**config.mk**
```make
export PLATFORM = sky130hd
export DESIGN_NAME = bcd_countdown
export DESIGN_NICKNAME = d
export VERILOG_FILES = /design/src/rtl/bcd_pkg.sv /design/src/rtl/bcd_sub.sv /design/src/rtl/bcd_countdown.sv
export SDC_FILE = /design/constraint.sdc
export NUM_CORES = 1
export LEC_CHECK = 0
export ABC_AREA = 1
export BUFFER_PORTS_ARGS = -buffer_cell sky130_fd_sc_hd__buf_2
export CORE_MARGIN = 3
export CORE_UTILIZATION = 49
export DETAILED_ROUTE_END_ITERATION = 10
export PLACE_DENSITY = 0.72
export SLEW_MARGIN = 25
export SYNTH_ARGS = -nofsm -noshare
export SYNTH_HDL_FRONTEND = slang
export SYNTH_SLANG_ARGS = --single-unit
```
**constraint.sdc**
```tcl
create_clock -name clk -period 1.7 [get_ports clk]
set_clock_uncertainty 0.05 [all_clocks]
set_input_delay 0.17 -clock clk [delete_from_list [all_inputs] [get_ports clk]]
set_output_delay 0.17 -clock clk [all_outputs]
set_load 0.05 [all_outputs]
```
**src/rtl/bcd_pkg.sv**
```systemverilog
// Shared BCD digit definitions for the countdown digit chain.
// Holds the digit type and the load-time saturation helper.
package bcd_pkg;

    localparam int BCD_W   = 4;
    localparam int BCD_MAX = 9;

    typedef logic [3:0] bcd_digit_t;

    function automatic bcd_digit_t bcd_sat(input bcd_digit_t d);
        bcd_digit_t r;
        if (d > 4'(BCD_MAX)) begin
            r = 4'(BCD_MAX);
        end else begin
            r = d;
        end
        return r;
    endfunction

endpackage

```
**src/rtl/bcd_sub.sv**
```systemverilog
// Single BCD digit decrement-with-borrow cell.
// A zero digit with borrow-in wraps to MAX and borrows from the next digit.
module bcd_sub
    import bcd_pkg::*;
#(
    parameter int MAX = 9
) (
    input  logic [3:0] din,
    input  logic       bin,
    output logic [3:0] dout,
    output logic       bout
);

    // Per-digit borrow arithmetic.
    always_comb begin
        if ((din == 4'd0) && bin) begin
            dout = 4'(MAX);
            bout = 1'b1;
        end else begin
            dout = din - {3'b000, bin};
            bout = 1'b0;
        end
    end

endmodule

```
**src/rtl/bcd_countdown.sv**
```systemverilog
// Multi-digit BCD down-counter with reload latch, one-shot/continuous
// modes, underflow strobe and load-error strobe; all outputs registered.
module bcd_countdown
    import bcd_pkg::*;
#(
    parameter int DIGITS = 4
) (
    input  logic                  clk,
    input  logic                  rst_n,
    input  logic                  tick,
    input  logic                  load,
    input  logic [4*DIGITS-1:0]   load_val,
    input  logic                  start,
    input  logic                  stop,
    input  logic                  oneshot,
    output logic [4*DIGITS-1:0]   count,
    output logic                  running,
    output logic                  underflow,
    output logic                  load_err
);

    localparam int W = BCD_W * DIGITS;

    logic [W-1:0]    count_q, count_d;
    logic [W-1:0]    latch_q, latch_d;
    logic            running_q, running_d;
    logic            underflow_q, underflow_d;
    logic            load_err_q, load_err_d;

    logic [W-1:0]    dec_val_s;
    logic [DIGITS:0] borrow_s;
    logic            zero_s;
    logic [W-1:0]    sat_val_s;
    logic            sat_any_s;
    logic            run_base_s;

    // Feeding tick into the chain means the top borrow-out is the zero detect.
    assign borrow_s[0] = tick;
    assign zero_s      = borrow_s[DIGITS];

    genvar g;
    generate
        for (g = 0; g < DIGITS; g++) begin : g_digit
            bcd_sub #(
                .MAX (BCD_MAX)
            ) u_sub (
                .din  (count_q[g*BCD_W +: BCD_W]),
                .bin  (borrow_s[g]),
                .dout (dec_val_s[g*BCD_W +: BCD_W]),
                .bout (borrow_s[g+1])
            );
        end
    endgenerate

    // Saturate each loaded nibble and flag whether any needed clamping.
    always_comb begin
        sat_val_s = '0;
        sat_any_s = 1'b0;
        for (int i = 0; i < DIGITS; i++) begin
            sat_val_s[i*BCD_W +: BCD_W] = bcd_sat(load_val[i*BCD_W +: BCD_W]);
            if (load_val[i*BCD_W +: BCD_W] > 4'(BCD_MAX)) begin
                sat_any_s = 1'b1;
            end else begin
                sat_any_s = sat_any_s;
            end
        end
    end

    // Next-state: load beats tick; stop beats start; start re-arms after a one-shot reload.
    always_comb begin
        count_d     = count_q;
        latch_d     = latch_q;
        underflow_d = 1'b0;
        load_err_d  = 1'b0;
        run_base_s  = running_q;

        if (load) begin
            latch_d    = sat_val_s;
            count_d    = sat_val_s;
            load_err_d = sat_any_s;
        end else if (tick && running_q) begin
            if (zero_s) begin
                count_d     = latch_q;
                underflow_d = 1'b1;
                if (oneshot) begin
                    run_base_s = 1'b0;
                end else begin
                    run_base_s = running_q;
                end
            end else begin
                count_d = dec_val_s;
            end
        end else begin
            count_d = count_q;
        end

        if (stop) begin
            running_d = 1'b0;
        end else if (start) begin
            running_d = 1'b1;
        end else begin
            running_d = run_base_s;
        end
    end

    // State registers.
    always_ff @(posedge clk or negedge rst_n) begin
        if (!rst_n) begin
            count_q     <= '0;
            latch_q     <= '0;
            running_q   <= 1'b0;
            underflow_q <= 1'b0;
            load_err_q  <= 1'b0;
        end else begin
            count_q     <= count_d;
            latch_q     <= latch_d;
            running_q   <= running_d;
            underflow_q <= underflow_d;
            load_err_q  <= load_err_d;
        end
    end

    assign count     = count_q;
    assign running   = running_q;
    assign underflow = underflow_q;
    assign load_err  = load_err_q;

endmodule

```
Word-level counts from Yosys, hierarchy flattened
Cells that the tools add are included.
{"block": "op_classes", "n_addsub": 4, "n_lt_le_gt_ge": 4, "n_eq_ne": 1, "n_mux": 29, "n_reduce_logical": 14}
{"op": "two-way mux 16 bit", "count": 3}
{"op": "two-way mux 4 bit", "count": 8}
{"op": "two-way mux 1 bit", "count": 18}
{"op": "> comparator 4 bit (second input constant)", "count": 4}
{"op": "zero test 4 bit", "count": 4}
{"op": "subtractor 4 x 1 -> 4 bit", "count": 4}
{"op": "nonzero test 3 bit", "count": 3}
{"op": "logical AND 1 bit", "count": 5}
{"op": "AND reduction 4 bit", "count": 1}
{"op": "!= test 3 x 1 -> 1 bit (second input constant)", "count": 1}
{"op": "nonzero test 2 bit", "count": 1}
{"block": "word_totals", "ff_bits": 35, "inputBits": 23, "output_inout_bits": 19, "word_cells": 57}

Logic depth before layout (Yosys ltp)
{"block": "logic_depth", "word_depth": 14, "ltp_mapped": 14, "mapped_depth_nobuf": 14}

Modules after synthesis
A second synthesis with hierarchy kept.
{"block": "unflattened", "cells_unflattened": 299, "hier_area_um2": 2139.6}
{"module": "bcd_countdown", "n_inst": 1, "cells_per_inst": 215, "area_each_um2": 1679.1, "seq_area_each_um2": 875.8}
{"module": "bcd_sub", "n_inst": 4, "cells_per_inst": 21, "area_each_um2": 115.1, "seq_area_each_um2": 0.0}

Worst setup path after synthesis
No wires, ideal clock.
{"block": "synth_timing", "path_kind": "reg-to-reg", "from": "register count_q[1], in the netlist count[1]", "to": "register count_q[15], in the netlist count[15]", "setup_time_ps": 119, "t_arrival_ps": 1917, "required_time_ps": 1531, "path_slack_ps": -385, "stages_incl_launch_ff": 14, "n_path_buf": 0, "synth_period_minus_slack_ps": 2085, "path_cell_list": "dfrtp_1 -> nor2_2 -> nand3_4 -> nor2_8 -> nand2_1 -> inv_1 -> ha_1 -> inv_1 -> nor3_1 -> nor2_1 -> nand2_1 -> nand2_1 -> nor2_1 -> nor2_1"}
{"block": "synth_via", "elab_chain_cells": 12, "elab_cells_between_ends": 14, "classes_between": "add/sub: 1; mux: 8; reduce/logical: 5"}
{"element": "start: declaration", "line_no": "bcd_countdown.sv:24", "source": "logic [W-1:0] count_q, count_d;"}
{"element": "start signal: assignment", "line_no": "bcd_countdown.sv:115", "source": "count_q <= count_d;"}
{"element": "zero test 4 bit *", "line_no": "bcd_sub.sv:16", "source": "if ((din == 4'd0) && bin) begin"}
{"element": "logical AND 1 bit *", "line_no": "bcd_sub.sv:16"}
{"element": "two-way mux 1 bit *", "line_no": "bcd_sub.sv:16"}
{"element": "logical AND 1 bit *", "line_no": "bcd_sub.sv:16"}
{"element": "two-way mux 1 bit *", "line_no": "bcd_sub.sv:16"}
{"element": "logical AND 1 bit *", "line_no": "bcd_sub.sv:16"}
{"element": "two-way mux 1 bit *", "line_no": "bcd_sub.sv:16"}
{"element": "subtractor 4 x 1 -> 4 bit or logical AND 1 bit (tied branches)", "line_no": "bcd_sub.sv:20, bcd_sub.sv:16"}
{"element": "two-way mux 4 bit or two-way mux 1 bit (tied branches)", "line_no": "bcd_sub.sv:16"}
{"element": "two-way mux 16 bit *", "line_no": "bcd_countdown.sv:82", "source": "if (zero_s) begin"}
{"element": "two-way mux 16 bit *", "line_no": "bcd_countdown.sv:81", "source": "end else if (tick && running_q) begin"}
{"element": "two-way mux 16 bit *", "line_no": "bcd_countdown.sv:77", "source": "if (load) begin"}
Mark *: on every way between the ends. The rest lies on a longest branch, timed or not. The select of a mux whose other input is x is not followed.
A chain may end at the register's enable or synchronous reset.

Worst setup path in the final report
{"block": "layout_timing", "from": "register count_q[2], in the netlist count[2]", "to": "register count_q[9], in the netlist count[9]"}
{"block": "layout_via", "elab_chain_cells": 12, "elab_cells_between_ends": 14, "classes_between": "add/sub: 1; mux: 8; reduce/logical: 5"}
{"element": "zero test 4 bit *", "line_no": "bcd_sub.sv:16"}
{"element": "logical AND 1 bit *", "line_no": "bcd_sub.sv:16"}
{"element": "two-way mux 1 bit *", "line_no": "bcd_sub.sv:16"}
{"element": "logical AND 1 bit *", "line_no": "bcd_sub.sv:16"}
{"element": "two-way mux 1 bit *", "line_no": "bcd_sub.sv:16"}
{"element": "branches (longest 4 deep; another with subtractor 4 x 1 -> 4 bit)"}
{"element": "two-way mux 16 bit *", "line_no": "bcd_countdown.sv:82"}
{"element": "two-way mux 16 bit *", "line_no": "bcd_countdown.sv:81"}
{"element": "two-way mux 16 bit *", "line_no": "bcd_countdown.sv:77"}
Every way passes the cells marked *. The select of a mux whose other input is x is not followed.

==> out/qor_table.md <==
| Stage | Item | Value |
|---|---|---|
| power and ir drop | Part of the total power dissipated in combinational logic | 0.364 |
| synthesis | Nets in the synthesized netlist | 298 |
| power and ir drop | Clock network fraction of design power | 0.233 |
| grt | Global-route wire length before repair | 8521 um |
| synthesis | Asr flop ratio synth | 1.000 |
| setup path | Critical Path, Cell by Cell | nor2_4 -> nand3_4 -> nor2_8 -> buf_4 -> ha_4 -> ha_2 -> nand3b_1 -> o21ai_1 -> nand2_1 -> nand2_1 |
| cts | Clock latency at the later pin of the worst-skew pair | 0.29 ns |
| layout | Count of placed standard cells in the final layout, fillers left out | 392 |
| grt | Largest net degree at the start of global routing | 36 |
| grt | Most utilized layer in the global route result | met2 |
| setup path | Top cell family by delay on the critical path | simple AND/OR/NAND/NOR gates |
| placed design | Worst slack, placed | -0.05873 ns |
| sta | Final total negative setup slack | -0.2379 ns |
| sta | RSZ-0062 raised after global routing | yes |
| layout | Most common cell after layout, fill and taps aside | sky130_fd_sc_hd__nand2_1 |
| synthesis | Count of different cell masters after synthesis | 30 |
| floorplan | Die ar. | 4964 um^2 |
| synthesis | Seq/Total Area, Yosys | 0.4302 |
| setup path | Startpoint-to-endpoint class of the critical path | flop to flop |
| floorplan | Number of top-level design ports | 42 |
| cts | CTS Root Cell | sky130_fd_sc_hd__clkbuf_8 |
| grt | Met2 layer usage reported by global route | 0.3742 |
| grt | Overall fraction of global-route tracks in use | 0.2166 |
| synthesis | Number of warnings printed during yosys synthesis | 0 |
| detailed routing | DR DRC count | 0 |
| sta | Worst path setup slack after routing | -0.1015 ns |
| power and ir drop | Portion of total power attributed to sequential cells | 0.402 |
| cts | Max H-tree Level | 2 |
| layout | Number of nets in the layout | 374 |
| sta | Upper clock frequency limit | 0.5551 GHz |
| layout | Layout overhead on the synthesized area | 37.12% |
| power and ir drop | Total power density per cell area | 894.9 nW/um^2 |
| sta | Minimum clock period after layout | 1.801 ns |
| placed design | Number of placed instances, taps included | 372 |
| detailed routing | Router iterations before antenna repair | 4 |
| floorplan | Std-Cell Core Area | 3826 um^2 |
| power and ir drop | Pwr Total | 2.498 mW |
| sta | Worst-margin pin slew | 0.4351 ns |
| run status | Result of the run | finished, violations left |
| cts | Clock tree buffer depth | 2 |
| setup path | Worst-path cell with the longest stage delay | sky130_fd_sc_hd__dfrtp_2 |
| setup path | Delay of the slowest critical-path stage | 0.42 ns |
| sta | Total count of hold-check failures in the final report | 0 |
| detailed routing | Residual antenna-violating net count after detailed routing | 0 |
| synthesis | Post-synth top area cell | sky130_fd_sc_hd__dfrtp_1 |
| synthesis | Count of state elements after synthesis | 35 |
| cts | Number of CTS-inserted buffers | 5 |
| detailed routing | Drt via density | 5.191 |
| hold path | Path category of the worst min-delay check | primary input to flop |
| setup path | Total buffers and inverters traversed by the critical path | 1 |
| run status | Violated checks | negative setup slack |
| placed design | Final Wtd Congestion | 0.8307 |
| grt | Leftover overflow at the end of global routing | 0 |
| detailed routing | Total Wirelength | 5260 um |
| setup path | Maximum fanout count along the critical path | 4 |
| sta | Final setup violation count | 5 |
| grt | Number of antenna violations at the first check in global routing | 0 |
| placed design | Number of buffers added on ports | 41 |
| sta | Fraction of the cycle the final worst path needs | 1.060 |
| setup path | Worst setup EP type | flop |
| detailed routing | First-iteration detailed-routing DRC count | 85 |
| power and ir drop | P_int | 1.552 mW |
| detailed routing | WL/cell | 13.42 um |
| cts | CTS tree | built |
| power and ir drop | Maximum resistive drop on vdd | 0.4926 mV |
| sta | WHS | 0.06847 ns |
| layout | Count of inserted antenna diode cells | 0 |
| layout | Share of cells above drive strength 1 | 0.3634 |
| placed design | Half-perimeter wire length after placement | 3805 um |
| setup path | Most repeated library cell on the critical path | sky130_fd_sc_hd__nand2_1 |
| synthesis | Fraction of synthesized cell area taken by the top area cell type | 0.4302 |
| floorplan | Die Y | 70.46 um |
| synthesis | Commonest register cell after synthesis | sky130_fd_sc_hd__dfrtp_1 |
| grt | Number of global-route vias before repair | 1901 |
| synthesis | Gate Count Post-Synth | 267 |
| setup path | Arrival time reported for the critical path endpoint | 1.98 ns |
| floorplan | DIE WIDTH | 70.46 um |
| synthesis | Largest cells by area after synthesis | sky130_fd_sc_hd__dfrtp_1, sky130_fd_sc_hd__nand2_1, sky130_fd_sc_hd__inv_1 |
| sta | Worst relative slew slack | 0.7069 |
| cts | Clock Pin Slew Worst Setup and Hold Paths | 0.07 ns |
| floorplan | Count of standard-cell rows | 22 |
| synthesis | Post-synth EDFFs | 0 |
| layout | Number of filler instances in the final layout | 300 |
| flow run | Max-cap violation count | 0 |
| power and ir drop | Net Sw Power | 0.9461 mW |
| cts | Total number of clock tree sinks | 35 |
| placed design | Post-place instance area | 2536 um^2 |
| layout | Layout Cell Area excl Fill | 2791 um^2 |
| setup path | Critical path required time | 1.88 ns |
| power and ir drop | LEAKAGE | 1.493 nW |
| setup path | Category of the worst setup path launch point | flop |
| grt | Global-route track usage on met3 | 0.04029 |
| floorplan | Starting utilization of the core area | 0.5320 |
| layout | Highest-count cells in the layout ignoring fill and taps | sky130_fd_sc_hd__nand2_1, sky130_fd_sc_hd__buf_2, sky130_fd_sc_hd__inv_1 |
| power and ir drop | Switching power as a share of total power | 0.3787 |
| detailed routing | Via count | 2035 |
| grt | Global routing met1 resource utilization | 0.2728 |
| synthesis | Synth Cell Area | 2036 um^2 |
| synthesis | Average cell area after synthesis | 7.624 um^2 |
| layout | Final core occ | 0.7296 |
| sta | Number of max-slew violations in the final report | 0 |
final timing paths:
path / end / cells past startpoint / startpoint / slack, ns
worst min register to register: latch_q[10] / 2 / latch_q[10] / 0.43
worst max-delay path: count[9] / 10 / count[2] / -0.10
max in group asynchronous: count[3] / 3 / rst_n / 0.85
worst max register to register: count[9] / 10 / count[2] / -0.10
min in group asynchronous: latch_q[2] / 3 / rst_n / 0.40
worst min-delay path: running / 3 / start / 0.07
kinds of logic after synthesis:
family,Yosys count,synth area share
xor+xnor,3,0.01291
compound gates,48,0.1334
simple gates,125,0.2815
flops,35,0.4302
buf+inv,48,0.09280
fa+ha+maj,8,0.04917
worst register-to-register path, delay by kind of cell, from the launching register on:
family          cells  cell delay, ns
compound gates      1            0.08
simple gates        6            0.70
fa+ha+maj           2            0.37
buf+inv             1            0.13
flops               1            0.42
what timing repair did:
item | CTS | global route
hold buffers | 1 | 0
pin swaps | 6 | 10
resized for setup | 5 | 14
buffers inserted | 4 | 7
endpoints found under the setup margin | 5 | 12
endpoints found under the hold margin | 35 | 0
power by group through the flow:
stage	logic (mW)	registers, mW	clock network [mW]
after floorplan	0.321	1.25	0
after global placement	0.814	1.02	0
after detailed placement	0.825	1.02	0
after CTS	0.857	1.01	0.597
after global routing	0.997	1.02	0.635
final	0.910	1.01	0.583
metal layers:
metal / up-vias / wire length, um
met5: - / 0
met4: 0 / 55
met3: 9 / 293
met2: 55 / 2602
met1: 968 / 2309
li1: 1003 / -
final cells by class:
cell class / count / area [um^2] / share of cell area
inverters: 40 / 150.1 / 0.05379
clock buffers: 7 / 76.32 / 0.02734
clock inverters: 1 / 5.005 / 0.001793
flip-flops and latches: 35 / 894.6 / 0.3205
multi-input cells: 184 / 1107 / 0.3967
repair buffers: 77 / 498.0 / 0.1784
well taps: 48 / 60.06 / 0.02151
flip-flops by register name (all words and copies together), names as in the netlist:
signal / count
count: 16
latch_q: 16
load_err: 1
running: 1
underflow: 1
Yosys cell counts (all sizes together) (2+ instances only):
master	instances
or2	3
nor2	29
o21bai	5
clkbuf	5
buf	3
nand4	4
nand3	25
dfrtp	35
ha	8
o21a	2
nand2	61
a21oi	14
o21ai	22
nand3b	2
inv	39
a21o	3
xor2	3
Note: power is estimated with default switching activity, not from simulation.
